### src/rtl/ps2_pkg.sv
// ps2_pkg: PS/2 set-2 scan-code constants and the scan-code to ASCII map
package ps2_pkg;
  localparam logic [7:0] SC_BREAK = 8'hF0, SC_EXT = 8'hE0, SC_LSHIFT = 8'h12, SC_RSHIFT = 8'h59;
  localparam logic [7:0] ASCII_CR = 8'h0D, ASCII_BS = 8'h08, ASCII_SP = 8'h20;
  function automatic logic [7:0] sc2ascii(input logic [7:0] sc, input logic shift);
    logic [7:0] c;
    case (sc)
      8'h1C: c = "a";  8'h32: c = "b";  8'h21: c = "c";  8'h23: c = "d";
      8'h24: c = "e";  8'h2B: c = "f";  8'h34: c = "g";  8'h33: c = "h";
      8'h43: c = "i";  8'h3B: c = "j";  8'h42: c = "k";  8'h4B: c = "l";
      8'h3A: c = "m";  8'h31: c = "n";  8'h44: c = "o";  8'h4D: c = "p";
      8'h15: c = "q";  8'h2D: c = "r";  8'h1B: c = "s";  8'h2C: c = "t";
      8'h3C: c = "u";  8'h2A: c = "v";  8'h1D: c = "w";  8'h22: c = "x";
      8'h35: c = "y";  8'h1A: c = "z";
      8'h45: c = "0";  8'h16: c = "1";  8'h1E: c = "2";  8'h26: c = "3";
      8'h25: c = "4";  8'h2E: c = "5";  8'h36: c = "6";  8'h3D: c = "7";
      8'h3E: c = "8";  8'h46: c = "9";
      8'h29: c = ASCII_SP;
      8'h5A: c = ASCII_CR;
      8'h66: c = ASCII_BS;
      default: c = 8'h00;
    endcase
    // only letters have an upper-case form
    return (shift && c >= "a" && c <= "z") ? c - 8'h20 : c;
  endfunction
endpackage

### src/rtl/ps2_key_tx_queue_if.sv
// ps2_key_tx_queue_if: valid/ready character stream toward the UART transmitter
interface ps2_key_tx_queue_if;
  logic [7:0] tx_data;
  logic       tx_valid;
  logic       tx_ready;
  modport master(output tx_data, tx_valid, input tx_ready);
  modport slave(input tx_data, tx_valid, output tx_ready);
endinterface

### src/rtl/ps2_key_tx_queue_fifo.sv
// sync_fifo: first-word-fall-through FIFO with explicit occupancy count
module sync_fifo #(
  parameter int WIDTH = 8,
  parameter int DEPTH = 16,
  localparam int AW = $clog2(DEPTH)
) (
  input  logic             clk,
  input  logic             rst_n,
  input  logic             push,
  input  logic             pop,
  input  logic [WIDTH-1:0] din,
  output logic [WIDTH-1:0] dout,
  output logic             full,
  output logic             empty,
  output logic [AW:0]      count
);
  logic [WIDTH-1:0] mem [DEPTH];
  logic [AW-1:0] wr_ptr, rd_ptr;
  logic wr, rd;
  assign rd = pop & ~empty;
  // a pop in the same cycle frees the slot a full FIFO needs for the push
  assign wr = push & (~full | rd);
  assign full = count == (AW+1)'(DEPTH);
  assign empty = count == '0;
  assign dout = empty ? '0 : mem[rd_ptr];
  always_ff @(posedge clk or negedge rst_n)
    if (!rst_n) begin
      wr_ptr <= '0;
      rd_ptr <= '0;
      count <= '0;
    end else begin
      if (wr) wr_ptr <= wr_ptr + 1'b1;
      if (rd) rd_ptr <= rd_ptr + 1'b1;
      count <= count + (AW+1)'(wr) - (AW+1)'(rd);
    end
  always_ff @(posedge clk)
    if (wr) mem[wr_ptr] <= din;
endmodule

### src/rtl/ps2_key_tx_queue.sv
// ps2_key_tx_queue: filters PS/2 make/break codes, tracks Shift, maps to ASCII
// and queues the characters for the UART transmitter.
module ps2_key_tx_queue
  import ps2_pkg::*;
#(
  parameter int DEPTH = 16,
  localparam int ADDR_W = $clog2(DEPTH)
) (
  input  logic              clk,
  input  logic              rst_n,
  input  logic [15:0]       keycode,
  input  logic              key_flag,
  ps2_key_tx_queue_if.master tx,
  output logic [ADDR_W:0]   count,
  output logic              shift_on,
  output logic              overflow
);
  logic [7:0] hi, lo, d_code, l_code, ascii;
  logic flag_q, ev, is_pfx, is_brk, is_make;
  logic lshift, rshift, d_vld, l_vld, l_shift;
  logic push, pop, full, empty;
  assign hi = keycode[15:8];
  assign lo = keycode[7:0];
  assign ev = key_flag & ~flag_q;
  assign is_pfx = lo == SC_BREAK || lo == SC_EXT;
  assign is_brk = ev & ~is_pfx & hi == SC_BREAK;
  assign is_make = ev & ~is_pfx & hi != SC_BREAK & hi != SC_EXT;
  assign shift_on = lshift | rshift;
  always_ff @(posedge clk or negedge rst_n)
    if (!rst_n) begin
      flag_q <= 1'b0;
      lshift <= 1'b0;
      rshift <= 1'b0;
      d_vld <= 1'b0;
      d_code <= '0;
      l_vld <= 1'b0;
      l_code <= '0;
      l_shift <= 1'b0;
      overflow <= 1'b0;
    end else begin
      flag_q <= key_flag;
      if (is_brk && lo == SC_LSHIFT) lshift <= 1'b0;
      else if (is_make && lo == SC_LSHIFT) lshift <= 1'b1;
      if (is_brk && lo == SC_RSHIFT) rshift <= 1'b0;
      else if (is_make && lo == SC_RSHIFT) rshift <= 1'b1;
      d_vld <= is_make & lo != SC_LSHIFT & lo != SC_RSHIFT;
      d_code <= lo;
      l_vld <= d_vld;
      l_code <= d_code;
      l_shift <= shift_on;
      overflow <= overflow | (push & full & ~pop);
    end
  assign ascii = sc2ascii(l_code, l_shift);
  assign push = l_vld & |ascii;
  assign pop = tx.tx_valid & tx.tx_ready;
  assign tx.tx_valid = ~empty;
  sync_fifo #(.WIDTH(8), .DEPTH(DEPTH)) u_fifo (
    .clk(clk),
    .rst_n(rst_n),
    .push(push),
    .pop(pop),
    .din(ascii),
    .dout(tx.tx_data),
    .full(full),
    .empty(empty),
    .count(count)
  );
endmodule

### src/flat_wrapper.sv
// flat-port wrapper written by rule: the top's interface ports become plain ports
module ps2_key_tx_queue_flat import ps2_pkg::*;
#(
  parameter int DEPTH = 16,
  localparam int ADDR_W = $clog2(DEPTH)
)
  (clk, rst_n, keycode, key_flag, count, shift_on, overflow, tx_tx_data, tx_tx_valid, tx_tx_ready);
  ps2_key_tx_queue_if tx_i ();
  input  logic clk;
  input  logic rst_n;
  input  logic [15:0] keycode;
  input  logic key_flag;
  output logic [ADDR_W:0] count;
  output logic shift_on;
  output logic overflow;
  output wire logic [$bits(tx_i.tx_data)-1:0] tx_tx_data;
  output wire logic [$bits(tx_i.tx_valid)-1:0] tx_tx_valid;
  input wire logic [$bits(tx_i.tx_ready)-1:0] tx_tx_ready;
  assign tx_tx_data = tx_i.tx_data;
  assign tx_tx_valid = tx_i.tx_valid;
  assign tx_i.tx_ready = tx_tx_ready;
  ps2_key_tx_queue #(.DEPTH(DEPTH)) u_core (.clk(clk), .rst_n(rst_n), .keycode(keycode), .key_flag(key_flag), .tx(tx_i), .count(count), .shift_on(shift_on), .overflow(overflow));
endmodule
### config.mk
export PLATFORM = sky130hd
export DESIGN_NAME = ps2_key_tx_queue_flat
export DESIGN_NICKNAME = d
export VERILOG_FILES = /design/src/rtl/ps2_pkg.sv /design/src/rtl/ps2_key_tx_queue_if.sv /design/src/rtl/ps2_key_tx_queue_fifo.sv /design/src/rtl/ps2_key_tx_queue.sv /design/src/flat_wrapper.sv
export SDC_FILE = /design/constraint.sdc
export NUM_CORES = 1
export LEC_CHECK = 0
export BUFFER_PORTS_ARGS = -buffer_cell sky130_fd_sc_hd__buf_2
export CAP_MARGIN = 5
export CORE_MARGIN = 2
export CORE_UTILIZATION = 30
export CTS_BUF_LIST = sky130_fd_sc_hd__clkbuf_4
export CTS_CLUSTER_SIZE = 20
export DETAILED_ROUTE_END_ITERATION = 6
export PLACE_DENSITY_LB_ADDON = 0.12
export SLEW_MARGIN = 0
export SYNTH_ARGS = -nofsm -noshare
export SYNTH_HDL_FRONTEND = slang
export SYNTH_SLANG_ARGS = --single-unit
### constraint.sdc
create_clock -name clk -period 5.51 [get_ports clk]
set_input_delay 0.8265 -clock clk [delete_from_list [all_inputs] [get_ports clk]]
set_output_delay 0.8265 -clock clk [all_outputs]
set_load 0.01 [all_outputs]
=== Word-level counts from Yosys, hierarchy flattened ===
Memory sizes are Yosys's and may differ from the RTL's.
Cells that the tools add are included.

* Add/subtract/negate cells: 5
* Magnitude comparators: 2
* Equal/unequal tests: 10
* Multiplexer cells: 9
* Bitwise gates (word level): 21
* Reductions and logical operators: 11

{| class="wikitable"
|+ Operators by type and width
! kind !! count
|-
| $eq 8x8->1 const B || 3
|-
| $mux 8 || 3
|-
| $ne 8x8->1 const B || 2
|-
| $and 1x1->1 || 13
|-
| $add 4x1->4 const B || 2
|-
| $eq 8x5->1 const B || 1
|-
| $eq 8x7->1 const B || 1
|-
| $ge 8x7->1 const B || 1
|-
| $le 8x7->1 const B || 1
|-
| $ne 8x5->1 const B || 1
|-
| $ne 8x7->1 const B || 1
|-
| $reduce_or 8->1 || 1
|-
| $sub 8x6->8 const B || 1
|-
| $logic_and 1x1->1 || 6
|-
| $mux 1 || 6
|-
| $add 5x1->5 || 1
|-
| $eq 5x5->1 const B || 1
|-
| $logic_not 5->1 || 1
|-
| $not 1->1 || 5
|-
| $sub 5x1->5 || 1
|-
| $reduce_bool 2->1 || 2
|-
| $or 1x1->1 || 3
|-
| $logic_or 1x1->1 || 1
|}

* Flip-flop bits (word level): 36
* Memory bits (writable): 128
* Bits in read-only memories: 896
* Input bits: 20
* Output and inout port bits: 16
* Word-level logic and storage cells: 72
* Memories kept: 2

{| class="wikitable"
|+ Memories
! name !! depth !! bits a word !! read ports !! clocked after Yosys merged registers in !! wr ports !! line !! RTL
|-
| (name not given) || 128 || 7 || 1 || 0 || 0 || ps2_pkg.sv:7 || <nowiki>case (sc)</nowiki>
|-
| u_core.u_fifo.mem || 16 || 8 || 1 || 0 || 1 || ps2_key_tx_queue_fifo.sv:17 || <nowiki>logic [WIDTH-1:0] mem [DEPTH];</nowiki>
|}

=== Depth between registers and ports, before layout ===
An unclocked memory read counts as a cell.

* Depth in word-level cells: 11
* Depth in mapped cells: 21
* Depth with buffers taken out: 18

=== Modules after synthesis ===
Synthesis repeated with hierarchy kept, for this count alone.

* Cells, all modules: 476
* Area total of the unflattened synthesis: 7454.6 µm²

{| class="wikitable"
|+ By module, submodules not included
! module !! instances !! cells an instance !! area each (µm²) !! seq. area each (µm²)
|-
| sync_fifo || 1 || 283 || 5729.2 || 4169.0
|-
| ps2_key_tx_queue || 1 || 193 || 1725.4 || 575.6
|}

=== Worst setup path after synthesis ===
Ideal clock, no wire load.

* Kind: flip-flop to flip-flop
* Start: register u_core.l_code[1]
* End: register u_core.u_fifo.count[4]
* Library setup time: 125 ps
* Arrival time: 4302 ps
* Required time: 5385 ps
* Slack: 1083 ps
* Cell stages (with the launch flop): 22
* Buffers on the path: 3
* Clock period less this slack: 4427 ps
* Cell sequence: dfrtp_1 > clkbuf_1 > inv_1 > ha_1 > mux4_2 > nand3_1 > o311a_1 > a311oi_1 > or4_1 > buf_2 > o211ai_4 > buf_6 > ha_1 > inv_1 > ha_1 > inv_1 > fa_1 > inv_1 > a21oi_1 > nor2_1 > nor2_1 > xnor2_1

* Longest elaborated chain between the ends: 11
* Elaborated cells on any way between the ends: 13
* Those cells by class: 3 x add/sub; 2 x order compare; 2 x mux; 2 x bitwise; 3 x reduce/logical; 1 x memory

{| class="wikitable"
|+ RTL lines
! what !! line !! RTL
|-
| from (decl) || ps2_key_tx_queue.sv:18 || <nowiki>logic [7:0] hi, lo, d_code, l_code, ascii;</nowiki>
|-
| from (signal assigned) || ps2_key_tx_queue.sv:49 || <nowiki>l_code <= d_code;</nowiki>
|-
| $mem_v2 128x7 (*) || n/a ||
|-
| $mux 8 (*) || ps2_pkg.sv:7 ||
|-
| $ge 8x7->1 || ps2_pkg.sv:24 || <nowiki>return (shift && c >= "a" && c <= "z") ? c - 8'h20 : c;</nowiki>
|-
| $logic_and 1x1->1 (2 in series) || ps2_pkg.sv:24 ||
|-
| $mux 8 (*) || ps2_pkg.sv:24 ||
|-
| net u_core.ascii[3] || ps2_key_tx_queue.sv:18 ||
|-
| $reduce_or 8->1 (*) || ps2_key_tx_queue.sv:54 || <nowiki>assign push = l_vld & |ascii;</nowiki>
|-
| $and 1x1->1 (*) || ps2_key_tx_queue.sv:54 ||
|-
| $and 1x1->1 (*) || ps2_key_tx_queue_fifo.sv:22 || <nowiki>assign wr = push & (~full | rd);</nowiki>
|-
| $add 5x1->5 (*) || ps2_key_tx_queue_fifo.sv:34 || <nowiki>count <= count + (AW+1)'(wr) - (AW+1)'(rd);</nowiki>
|-
| $sub 5x1->5 (*) || ps2_key_tx_queue_fifo.sv:34 ||
|-
| to (signal assigned) || ps2_key_tx_queue_fifo.sv:34 ||
|-
| to (decl) || ps2_key_tx_queue_fifo.sv:15 || <nowiki>output logic [AW:0] count</nowiki>
|}

The timed path passes the listed nets; every way through them passes the cells marked *.
A chain may end at the register's enable or synchronous reset.

=== Final worst setup path ===
Same ends and word-level chain as after synthesis.

==> results.json <==
{
  "die_area_um2": 26300,
  "first_global_vias": 4513,
  "clk_pin_slew_worst_paths_ps": 170,
  "gr-usage-all-layers": 0.144,
  "synth-compound-area-share": 0.0609,
  "synth_warnings": 0,
  "cts_max_level": 4,
  "status": "finished clean",
  "post-route-period-util": 0.902,
  "met3_usage": 0.0294,
  "grt_util_met2": 0.235,
  "syn2layout_area_growth_pct": 12.3,
  "synth.area.top_cells": "edfxtp_1, mux4_2, dfrtp_1",
  "antenna_found_initial": 1,
  "setup_slack_ps": 539,
  "regArea_um2": 4750,
  "synth-seq-area-share": 0.631,
  "grt_max_degree": 37,
  "cts-root-buf": "clkbuf_4",
  "synth-simple-area-share": 0.0925,
  "multi_input_area_um2": 2530,
  "cp_common_cell": "inv_1",
  "avgSynthCellArea_um2": 15.4,
  "drt-pass1-iter-count": 4,
  "setup_viol": 0,
  "numCtsBuffers": 17,
  "crit_path_cell_trace": "inv_1 > ha_1 > mux4_2 > nand3_1 > o311a_1 > a311oi_2 > or4_1 > o211ai_4 > ha_1 > inv_1 > ha_1 > inv_1 > fa_1 > inv_1 > a21oi_1 > nor2_1 > nor2_1 > xnor2_1",
  "core_area_um2": 24500,
  "die_x_um": 162,
  "initial_core_util": 0.307,
  "required_ps": 5960,
  "dp.cells": 841,
  "min_period_ps": 4970,
  "drv_cap": 0,
  "overflow": 0,
  "synth_top_family_by_area": "multiplexers",
  "ant_nets": 0,
  "reg2reg_from": "u_core.l_code[1]",
  "wire_per_inst_um": 20.4,
  "synth_seq_cells": 164,
  "top_usage_layer": "met2",
  "pin_count": 36,
  "post_cts_buffers": 0,
  "dp_hpwl_um": 11500,
  "fin_tns_setup_ps": 0,
  "cts_resized": 0,
  "fin_cells": 875,
  "total_power_mw": 3.39,
  "critPathSlowestCell": "or4_1",
  "async_flop_share": 0.220,
  "cts.sinks": 164,
  "clock_latency_ps": 550,
  "hold_viol": 0,
  "fmaxAchievable_mhz": 201,
  "hold_path_class": "in2async",
  "pre_cts_slack_ps": 557,
  "endpoint_kind": "register",
  "vias": 4338,
  "syn_area_um2": 7520,
  "r2r_cells": 18,
  "startpoint": "u_core.l_code[1]",
  "critPathMaxFanout": 19,
  "worst_slew_pin_slew_ps": 1070,
  "max_stage_delay_ps": 740,
  "drc": 0,
  "tritoncts": "built",
  "yosysTopAreaCell": "edfxtp_1",
  "portBuffers": 35,
  "synth-adder-area-share": 0.0343,
  "grt_setup_unrepaired": "no",
  "yosysUniqueCellTypes": 62,
  "synth_edf_count": 128,
  "fillerInstances": 2396,
  "routed_wl_um": 17900,
  "peakVddDrop_mv": 0.275,
  "synth_xor_xnor_area_share": 0.0150,
  "maxSlewViolCount": 0,
  "syn_nets": 527,
  "cp.arrival_ps": 5420,
  "clockBufferDepth": 2,
  "synth_cells": 487,
  "fin_hold_ws_ps": 328,
  "slew_headroom": 0.287,
  "powerDensity_nw_per_um2": 401,
  "grt.met1_usage": 0.198,
  "yosysTopAreaCellShare": 0.511,
  "fin_nets": 576,
  "drt-initial-drc-count": 356,
  "crit_type": "reg2reg",
  "final.setup_skew_ps": 20.5,
  "synth_ff_type": "edfxtp_1",
  "grt_first_pass_wirelength_um": 27900,
  "cp-start-kind": "register",
  "reg2reg_to": "u_core.u_fifo.count[4]",
  "cts_hold_buf": 0,
  "die_y_um": 162,
  "regToRegSetupSlack_ps": 540,
  "gp_congestion": 0.803,
  "routed_via_density": 4.96,
  "rows": 57,
  "synth_mux_area_frac": 0.132,
  "leakage_nw": 2.99,
  "drive_gt1_frac": 0.273
}
-- cells in the final DEF (no fill, tap or decap), types with 8 or more instances in the layout --
cell / n
edfxtp_1: 128
mux4_2: 42
buf_2: 35
dfrtp_1: 35
nor2_1: 34
nand2_1: 31
buf_4: 26
inv_1: 19
ha_1: 19
clkbuf_4: 17
nor2b_1: 16
nand2b_1: 12
o21ai_0: 11
nand3_1: 10
xnor2_1: 9
a21oi_1: 8
-- logic make-up (layout without fill, tap and decap cells) --
family | count (synthesis) | in the layout
flip-flops | 164 | 164
AND/OR/NAND/NOR | 133 | 133
AO/OA/AOI/OAI | 61 | 61
buffers and inverters | 51 | 113
multiplexers | 46 | 46
adder cells (fa/ha/maj) | 20 | 20
XOR/XNOR | 12 | 12
other | 0 | 2
-- metrics by stage --
stage	utilization	instance area (um^2)
final	0.345	8450
after global routing	0.345	8450
after CTS	0.345	8440
after detailed placement	0.332	8130
after global placement	0.332	8130
after floorplan	-	7520
-- power breakdown --
group          leakage (nW)  internal, mW  switching [mW]
combinational          1.19         0.544           0.460
sequential             1.63          1.43           0.194
clock                 0.162         0.256           0.504
-- worst max-delay path: cells and delay by family, from the launching register on --
family	cells	cell delay, ps
fa+ha+maj	4	1270
flops	1	670
xor+xnor	1	110
buf+inv	4	420
mux	1	480
simple gates	4	980
compound gates	4	920
-- cells in the mapped netlist, drive strengths merged (6+ instances only) --
library cell and n:
inv 20, o21ai 12, nand3 10, nand2b 12, nor2 34, dfrtp 36
xnor2 9, buf 20, nand2 31, clkbuf 11, nor2b 16, a21oi 8
mux4 42, edfxtp 128, ha 19, nand4 6, o211ai 7
-- metal layers --
| layer | up-vias | share of wire |
|---|---|---|
| met5 | - | 0 |
| met4 | 0 | 0.010 |
| met2 | 104 | 0.49 |
| li1 | 1983 | - |
| met3 | 11 | 0.037 |
| met1 | 2240 | 0.46 |
-- worst max path at each step --
stage,to
after global placement,u_core.u_fifo.count[4]
after global routing,u_core.u_fifo.count[4]
final,u_core.u_fifo.count[4]
after floorplan,u_core.u_fifo.count[4]
after detailed placement,u_core.u_fifo.count[4]
after CTS,u_core.u_fifo.count[4]
-- registers in the layout (all words and copies together) (netlist names) --
name,cells
u_core.u_fifo.rd_ptr,4
u_core.l_shift,1
u_core.u_fifo.wr_ptr,4
u_core.overflow,1
u_core.d_code,8
u_core.rshift,1
u_core.u_fifo.count,5
u_core.d_vld,1
u_core.l_code,8
u_core.l_vld,1
u_core.u_fifo.mem,128
u_core.lshift,1
u_core.flag_q,1
-- layout make-up --
cell class,instances,share of cell area
Clock buffer,17,0.0151
Timing Repair Buffer,61,0.0439
Sequential cell,164,0.562
Multi-Input combinational cell,272,0.299
Inverter,20,0.00889
Antenna cell,2,0.000593
Clock inverter,15,0.0222
Tap cell,324,0.0480
Note: power is estimated with default switching activity, not from simulation.
